### config.mk
export PLATFORM = sky130hd
export DESIGN_NAME = mem_io_ctrl
export DESIGN_NICKNAME = d
export VERILOG_FILES = /design/src/rtl/mem_io_ctrl.sv
export SDC_FILE = /design/constraint.sdc
export NUM_CORES = 1
export LEC_CHECK = 0
export BUFFER_PORTS_ARGS = -buffer_cell sky130_fd_sc_hd__buf_2
export CAP_MARGIN = 20
export CORE_UTILIZATION = 30
export CTS_CLUSTER_SIZE = 20
export DETAILED_ROUTE_END_ITERATION = 7
export HOLD_SLACK_MARGIN = 0.03
export PLACE_DENSITY_LB_ADDON = 0.08
export SKIP_CTS_REPAIR_TIMING = 1
export SYNTH_ARGS = -nofsm -noshare
export SYNTH_HDL_FRONTEND = slang
export SYNTH_SLANG_ARGS = --single-unit
### constraint.sdc
create_clock -name Clk -period 2.9 [get_ports Clk]
set_input_delay 0.29 -clock Clk [delete_from_list [all_inputs] [get_ports Clk]]
set_output_delay 0.29 -clock Clk [all_outputs]
set_load 0.005 [all_outputs]
### src/rtl/mem_io_ctrl.sv
// rtl/mem_io_ctrl.sv - eLC-3 memory/I-O access controller with SRAM wait states
//
// Purpose:
//   Bridges the eLC-3 datapath memory request (MAR/MDR, MIO_EN, R_W) to an
//   external synchronous SRAM with WAIT_CYCLES extra access cycles, or to
//   a small on-chip I/O region at IO_BASE and above. Completion is signalled
//   by a one-cycle R pulse.
//
//   I/O map, by offset from IO_BASE:
//     0   In_Port  (switches, read-only)
//     1   Out_Port (LEDs, read/write)
//     2   free-running cycle counter (read-only)
//     3+  reads 0, writes ignored
//
// Ports:
//   Clk, Reset            clock (rising edge), async active-low reset
//   MIO_EN, R_W           request (held until R) and direction (1 = write)
//   MAR, MDR_In           access address and write data
//   Mem_Out, R            registered read data and ready pulse
//   Mem_Addr, Mem_WData   registered SRAM address and write data
//   Mem_RData             SRAM read data
//   Mem_CE, Mem_WE        SRAM chip enable and write enable (ACCESS only)
//   In_Port, Out_Port     switch input and LED output register
module mem_io_ctrl #(
  parameter int                  DATA_W      = 16,
  parameter int                  ADDR_W      = 16,
  parameter int                  WAIT_CYCLES = 2,
  parameter logic [ADDR_W-1:0]   IO_BASE     = 16'hFE00
) (
  input  logic              Clk,
  input  logic              Reset,
  input  logic              MIO_EN,
  input  logic              R_W,
  input  logic [ADDR_W-1:0] MAR,
  input  logic [DATA_W-1:0] MDR_In,
  output logic [DATA_W-1:0] Mem_Out,
  output logic              R,
  output logic [ADDR_W-1:0] Mem_Addr,
  output logic [DATA_W-1:0] Mem_WData,
  input  logic [DATA_W-1:0] Mem_RData,
  output logic              Mem_CE,
  output logic              Mem_WE,
  input  logic [DATA_W-1:0] In_Port,
  output logic [DATA_W-1:0] Out_Port
);

  typedef enum logic [1:0] {
    IDLE    = 2'd0,
    ACCESS  = 2'd1,
    DONE    = 2'd2,
    RELEASE = 2'd3
  } state_t;

  state_t            state;
  logic [3:0]        wait_cnt;
  logic              wr_q;
  logic [DATA_W-1:0] cyc_cnt;
  logic [ADDR_W-1:0] io_off;
  logic [DATA_W-1:0] io_rdata;

  assign io_off = MAR - IO_BASE;

  // Read mux for the I/O region; unmapped offsets read as zero.
  always_comb begin
    io_rdata = '0;
    if (io_off == ADDR_W'(0))
      io_rdata = In_Port;
    else if (io_off == ADDR_W'(1))
      io_rdata = Out_Port;
    else if (io_off == ADDR_W'(2))
      io_rdata = cyc_cnt;
  end

  always_ff @(posedge Clk or negedge Reset) begin
    if (!Reset) begin
      state     <= IDLE;
      wait_cnt  <= 4'd0;
      wr_q      <= 1'b0;
      cyc_cnt   <= '0;
      Mem_Out   <= '0;
      R         <= 1'b0;
      Mem_Addr  <= '0;
      Mem_WData <= '0;
      Mem_CE    <= 1'b0;
      Mem_WE    <= 1'b0;
      Out_Port  <= '0;
    end else begin
      cyc_cnt <= cyc_cnt + DATA_W'(1);
      R       <= 1'b0;
      case (state)
        IDLE: begin
          if (MIO_EN) begin
            wr_q <= R_W;
            if (MAR < IO_BASE) begin
              Mem_Addr  <= MAR;
              Mem_WData <= MDR_In;
              Mem_CE    <= 1'b1;
              Mem_WE    <= R_W;
              wait_cnt  <= 4'd0;
              state     <= ACCESS;
            end else begin
              // I/O accesses complete at the sampling edge itself.
              if (!R_W)
                Mem_Out <= io_rdata;
              else if (io_off == ADDR_W'(1))
                Out_Port <= MDR_In;
              R     <= 1'b1;
              state <= DONE;
            end
          end
        end
        ACCESS: begin
          // Request inputs are ignored here; everything was latched in IDLE.
          if (wait_cnt == 4'(WAIT_CYCLES)) begin
            if (!wr_q)
              Mem_Out <= Mem_RData;
            Mem_CE <= 1'b0;
            Mem_WE <= 1'b0;
            R      <= 1'b1;
            state  <= DONE;
          end else begin
            wait_cnt <= wait_cnt + 4'd1;
          end
        end
        DONE: begin
          state <= MIO_EN ? RELEASE : IDLE;
        end
        RELEASE: begin
          // Wait for the FSM to drop its request so a held MIO_EN cannot retrigger.
          if (!MIO_EN)
            state <= IDLE;
        end
        default: state <= IDLE;
      endcase
    end
  end

endmodule

After elaboration in Yosys (flattened, before gate mapping)
Index checks and enable logic that the tools add are counted.
Storage, ports and cells
  flip-flop bits (word level): 90
  output and inout bits: 67
  input bits: 68
  logic and storage cells: 70
Cells by class
  muxes and demuxes: 30
  $add $sub $neg: 3
  magnitude comparators: 1
  bitwise logic cells: 1
  reduce and logical (&&, ||, !) cells: 10
  equal/unequal tests: 14
Operator list (count)
  16-bit two-way mux: 8
  16-bit one-hot mux with 2 select lines: 1
  16-bit by 1-bit adder with 16-bit output (second input constant): 1
  16-bit by 1-bit equality test with 1-bit output (second input constant): 1
  16-bit by 2-bit equality test with 1-bit output (second input constant): 1
  16-bit zero test: 1
  16-bit < comparator (second input constant): 1
  2-bit != test (second input constant): 8
  16-bit subtractor (second input constant): 1
  4-bit two-way mux: 3
  2-bit two-way mux: 5
  1-bit two-way mux: 8
  2-bit one-hot mux with 4 select lines: 1
  4-bit one-hot mux with 2 select lines: 1
  4-bit AND reduction: 2
  1-bit one-hot mux with 2 select lines: 3
  3-bit AND reduction: 2
  6-bit AND reduction: 1
  5-bit AND reduction: 1
  4-bit by 1-bit adder with 4-bit output (second input constant): 1
  2-bit equality test (second input constant): 2
  4-bit by 2-bit equality test with 1-bit output (second input constant): 1
  2-bit by 1-bit equality test with 1-bit output (second input constant): 1
  2-bit zero test: 1
  3 further kinds: 3

Logic depth before layout (Yosys ltp)
Gate-level depths: netlist of the first run.
  depth in word-level cells: 9
  mapped depth: 8
  gate-level depth less buffers: 7

Worst setup path after synthesis of the first run
OpenSTA, ideal clock, no wires.
  kind: input to register
  start point: input MAR[9]
  end point: register Out_Port[0]
  path slack: 0.717 ns
  stages on the path: 6
  library setup time: 0.125 ns
  buffers on the path: 1
  arrival: 2.058 ns
  required time: 2.775 ns
  path through: ha_1 -> nor4_1 -> nand4_1 -> nor4_4 -> buf_8 -> mux2_4
On the way
  word-level cells in the longest chain between the ends: 3
  elaborated cells on any way between the ends: 5
  classes of those cells: 1 x add/sub; 1 x order compare; 1 x eq/ne; 1 x bitwise; 1 x reduce/logical
RTL lines
  from (decl): line 34  | input logic [ADDR_W-1:0] MAR,
  16-bit subtractor / 16-bit < comparator (equally long branches): line 61, 94
  16-bit by 1-bit equality test with 1-bit output / 1-bit NOT (equally long branches)
  5-bit AND reduction (no source line) *
  to (signal assigned): line 106  | Out_Port <= MDR_In;
  to (decl): line 44  | output logic [DATA_W-1:0] Out_Port
Every way passes the cells marked *; elsewhere a longest branch is shown, timed or not.
A chain may end at the register's enable or synchronous reset.

Worst setup path in the final report of the first run
  start point: register state[1]
  end point: register Out_Port[8]
On the way
  word-level cells in the longest chain between the ends: 2
RTL lines
  from (decl): line 54  | state_t state;
  from (signal assigned): line 126  | state <= MIO_EN ? RELEASE : IDLE;
  2-bit zero test: line 90  | case (state)
  5-bit AND reduction (no source line)
No other way between the ends.

==> results of run 1 <==
==> worst paths after layout <==
check | start | to | slack (ps) | depth (start not counted)
max reg2reg | state[1]$_DFFE_PN0P_ | Out_Port[8]$_DFFE_PN0P_ | 740 | 5
max in group asynchronous | Reset | Mem_Addr[9]$_DFFE_PN0P_ | 2230 | 2
max | state[1]$_DFFE_PN0P_ | Out_Port[8]$_DFFE_PN0P_ | 740 | 5
min | Reset | wait_cnt[1]$_DFFE_PN0P_ | 30 | 1
min in group Clk | MDR_In[10] | Mem_WData[10]$_DFFE_PN0P_ | 150 | 3
min reg2reg | Mem_Addr[10]$_DFFE_PN0P_ | Mem_Addr[10]$_DFFE_PN0P_ | 470 | 2
==> power by group <==
| part | switching [W] | internal, W | leakage, nW |
|---|---|---|---|
| clock | 0.000494 | 0.000890 | 0.169 |
| combinational | 0.000705 | 0.000568 | 1.46 |
| sequential | 0.000218 | 0.00164 | 1.14 |
==> sequential cells by signal (all words and copies together) (netlist names) <==
register	count
Mem_Addr	16
Mem_Out	16
Mem_WData	16
Out_Port	16
cyc_cnt	16
wait_cnt	4
state	2
Mem_CE	1
Mem_WE	1
R	1
wr_q	1
==> worst max-delay path: cells and delay by family, from the launching register on <==
kind / cells / cell delay [ps]
muxes: 1 / 370
buffers and inverters: 1 / 320
and+or+nand+nor: 3 / 850
DFF: 1 / 490
==> metal layers <==
layer  routed length (µm)  GRT usage [%]
met5                    8              0
met3                  638           3.78
met2                 4670           23.0
met4                  214           6.95
met1                 5920           25.4
==> layout make-up <==
type | instances | share of cell area, %
Clock buffer | 12 | 4.80
Clock inverter | 4 | 1.82
Inverter | 7 | 0.491
Multi-Input combinational cell | 298 | 33.0
Sequential cell | 90 | 42.1
Tap cell | 176 | 4.12
Timing Repair Buffer | 140 | 13.7
==> kinds of logic after synthesis <==
logic type / Yosys count / synth area share (%)
adders and majority gates: 4 / 1.21
DFF: 90 / 54.4
buffers and inverters: 27 / 3.08
muxes: 33 / 9.40
AOI/OAI and AO/OA: 64 / 9.04
and+or+nand+nor: 182 / 19.7
xor gates and xnor gates: 15 / 3.18
==> cells in the final DEF, fill, tap and decap left out, types with 2 or more instances in the layout <==
cell	instances
a21oi_1	22
a22oi_1	16
a31oi_1	3
and3_1	4
buf_2	133
buf_4	6
bufinv_16	3
clkbuf_16	9
clkbuf_8	2
dfrtp_1	90
ha_1	4
inv_1	7
mux2_2	7
mux2_4	10
mux2i_1	16
nand2_1	122
nand3_1	7
nand4_1	5
nor2_1	26
nor2b_1	2
nor3_1	4
nor4_1	2
nor4_4	2
o21ai_0	19
xnor2_1	7
xor2_1	8
==> per-stage QoR <==
stage / util, % / total power [W] / setup slack [ps]
floorplan: - / 0.00258 / 717
global placement: 37.4 / 0.00314 / 552
detailed placement: 37.4 / 0.00317 / 480
CTS: 40.1 / 0.00458 / 720
global route: 40.1 / 0.00482 / 576
finish: 40.1 / 0.00451 / 741
==> results_dict.tcl, run 1 <==
set metrics [dict create \
    outcome "complete, no violations" \
    yosysTopAreaCell "dfrtp_1" \
    ys_ff_latch 90 \
    cts_num_sinks 90 \
    area_growth_pct 29.2 \
    grt_usage_pct 16.9 \
    cts-root-buf "clkbuf_16" \
    crit_chain "nor3b_4, nand3_2, nor4_4, buf_4, mux2_2" \
    max-cap-violations 0 \
    fp.dieW_um 119 \
    syn-num-nets 487 \
    drive_gt1_share_pct 32.7 \
    synthFlopType "dfrtp_1" \
    drc 0 \
    layout_min_cycle_time_ps 2160 \
    die_h_um 119 \
    finalHoldViolCount 0 \
    instances_no_fill 727 \
    cts.path.max_buffers 2 \
    place_area_um2 4990 \
    row_count 42 \
    min_path_type "primary input to async pin" \
    synth_most_common_cell "nand2_1" \
    powerDensity_nw_per_um2 844 \
    yosysUniqueCellTypes 37 \
    worstSetupStartpointType "register" \
    grt_remaining_overflow 0 \
    drtIter0Drc 159 \
    via_per_inst 4.62 \
    place_congestion 0.762 \
    synthTopCellsByCount "122 x nand2_1, 90 x dfrtp_1, 26 x nor2_1" \
    finClkSkew_ps 8.32 \
    async_flop_share_pct 100 \
    num_vias 3356 \
    nNetsFinal 618 \
    worst_pin_slew_ps 797 \
    firstDrtPassIters 4 \
    insertion_delay_ps 340 \
    finalMaxSlewViolations 0 \
    die_area_um2 14300 \
    clk_pin_slew_ps 70 \
    synth_area_leaders "dfrtp_1 54%, nand2_1 11%, mux2i_1 3.9%" \
    avgSynthCellArea_um2 9.97 \
    grt_pass1_wl_mm 18.5 \
    path_max_fanout 16 \
    crit_type "register to register" \
    timing.fmax_mhz 463 \
    numCtsBuffers 9 \
    pin_count 135 \
    postRouteAntennaNets 0 \
    design_area_um2 5350 \
    rsz0062_at_grt "no" \
    yosysWarnings 0 \
    total_leakage_power_nw 2.77 \
    cts.htree.levels 3 \
    worst_path_largest_cell_delay_ps 490 \
    hpwl_mm 8.39 \
    fin_tns_setup_ps 0 \
    synth_edf_count 0 \
    holdWs_ps 29.1 \
    grt_max_degree 60 \
    start_util_pct 31.0 \
    routed_wl_mm 11.5 \
    arrival_ps 2380 \
    finalCritPeriodShare_pct 74.5 \
    syn_inst 415 \
    routedWlPerCell_um 15.8 \
    coreArea_um2 13300 \
    cts_tree "done" \
    grt_pass1_vias 3325 \
    ys_seq_area_share_pct 54.4 \
    fillers 1371 \
    crit_slowest_cell "dfrtp_1" \
    synthesis.area_um2 4140 \
    required_ps 3120 \
    setup_violations 0 \
    ff_latch_area_um2 2250 \
    slew_headroom_pct 46.8 \
    place.port_buffers 134 \
    dpl.cell_count 711 \
    grt_antenna_before_repair 1 \
    netlist.area_leader.share_pct 54.4 \
    multiInputGateArea_um2 1760 \
    ir_drop_uv 285 \
    crit_path_end_kind "register" \
    diodes 0 \
]
No activity file was read; power rests on OpenSTA's default activity.
==> run 2, diff against run 1 <==
Clock period 2.9 ns to 2 ns, I/O delays scaled along.
==> results_dict.tcl, run 2 (synthesis results as in run 1) <==
set metrics [dict create \
    outcome "complete, no violations" \
    cts.htree.levels 3 \
    powerDensity_nw_per_um2 1160 \
    grt_pass1_wl_mm 19.0 \
    numCtsBuffers 9 \
    start_util_pct 31.0 \
    row_count 42 \
    crit_type "register to register" \
    path_max_fanout 16 \
    power_w 0.00627 \
    drc 0 \
    crit_path_end_kind "register" \
    layout_common_cells "133 x buf_2, 122 x nand2_1, 90 x dfrtp_1, 26 x nor2_1, 22 x a21oi_1" \
    max-cap-violations 0 \
    firstDrtPassIters 4 \
    cts_tree "done" \
    worst_pin_slew_ps 530 \
    via_per_inst 4.67 \
    grt_antenna_before_repair 0 \
    holdWs_ps 60.1 \
    cts_num_sinks 90 \
    num_vias 3462 \
    rsz0062_at_grt "no" \
    pin_count 135 \
    setup_violations 0 \
    arrival_ps 2050 \
    ir_drop_uv 421 \
    clk_pin_slew_ps 70 \
    die_h_um 119 \
    design_area_um2 5420 \
    cts.path.max_buffers 2 \
    place.port_buffers 134 \
    slew_headroom_pct 64.6 \
    timing.fmax_mhz 548 \
    min_path_type "primary input to register" \
    finalCritPeriodShare_pct 91.2 \
    final_util_pct 40.6 \
    grt_usage_pct 17.5 \
    postRouteAntennaNets 0 \
    final_common_cell "buf_2" \
    required_ps 2220 \
    fp.dieW_um 119 \
    grt_pass1_vias 3488 \
    fin_tns_setup_ps 0 \
    place_congestion 0.767 \
    area_growth_pct 30.9 \
    routed_wl_mm 11.9 \
    grt_max_degree 91 \
    worstSetupStartpointType "register" \
    hpwl_mm 8.75 \
    insertion_delay_ps 340 \
    nNetsFinal 632 \
    grt_remaining_overflow 0 \
    finalHoldViolCount 0 \
    routedWlPerCell_um 16.1 \
    total_leakage_power_nw 2.81 \
    layout_min_cycle_time_ps 1820 \
    cts-root-buf "clkbuf_16" \
    die_area_um2 14300 \
    coreArea_um2 13300 \
    drtIter0Drc 153 \
    fillers 1412 \
    diodes 0 \
    drive_gt1_share_pct 34.2 \
    place_area_um2 5130 \
    finalMaxSlewViolations 0 \
    finClkSkew_ps 11.3 \
]
[run 2: cell count changes in the layout (fill, tap and decap cells not counted)]
cell	change
bufinv_16	-3
clkbuf_8	-2
clkinv_4	+2
inv_6	+2
dlygate4sd3_1	+1
buf_4	+10
buf_12	+3
clkinvlp_4	+1
[run 2: final timing paths]
check | startpoint | to | slack, ps | cells past startpoint
setup / recovery | state[1]$_DFFE_PN0P_ | Out_Port[13]$_DFFE_PN0P_ | 180 | 5
hold / removal | MDR_In[3] | Mem_WData[3]$_DFFE_PN0P_ | 60 | 3
setup reg to reg | state[1]$_DFFE_PN0P_ | Out_Port[13]$_DFFE_PN0P_ | 180 | 5
hold reg to reg | Mem_WData[0]$_DFFE_PN0P_ | Mem_WData[0]$_DFFE_PN0P_ | 470 | 2
max in group asynchronous | Reset | Mem_WData[6]$_DFFE_PN0P_ | 1140 | 3
min in group asynchronous | Reset | Mem_Addr[12]$_DFFE_PN0P_ | 430 | 3
[run 2: layer usage]
layer  share of wire (%)  vias up  GRT usage (%)  routed length [µm]
li1                    -     1694              -                   -
met4                 1.5        0           6.56                 184
met5                   0        -              0                   0
met3                 5.9       15           4.12                 706
met2                  46       95           26.3                5540
met1                  46     1658           24.4                5490
[run 2: layout make-up]
cell class / instances / area (µm²) / share of cell area (%)
multi-input cells: 298 / 1760 / 32.6
flip-flops and latches: 90 / 2250 / 41.6
clock inverters: 6 / 50.0 / 0.924
clock buffers: 10 / 229 / 4.23
repair buffers: 154 / 876 / 16.2
inverters: 7 / 26.3 / 0.485
well taps: 176 / 220 / 4.06
[run 2: metrics by stage]
| step | std cells | setup slack, ps |
|---|---|---|
| after floorplan | 415 | 3.02 |
| after global placement | 724 | -46.0 |
| after detailed placement | 724 | -84.9 |
| after CTS | 740 | 140 |
| after global routing | 741 | 80.4 |
| final | 741 | 175 |
[run 2: where the power goes]
part           switching (W)  internal [W]
registers           0.000310       0.00238
logic                0.00105      0.000913
clock network       0.000767      0.000857
[run 2: critical path, cell delays in order (launching register included)]
cell	delay, ps
dfrtp_1	400
nor3b_4	230
nand3_2	170
nor4_4	360
buf_12	210
mux2_2	340
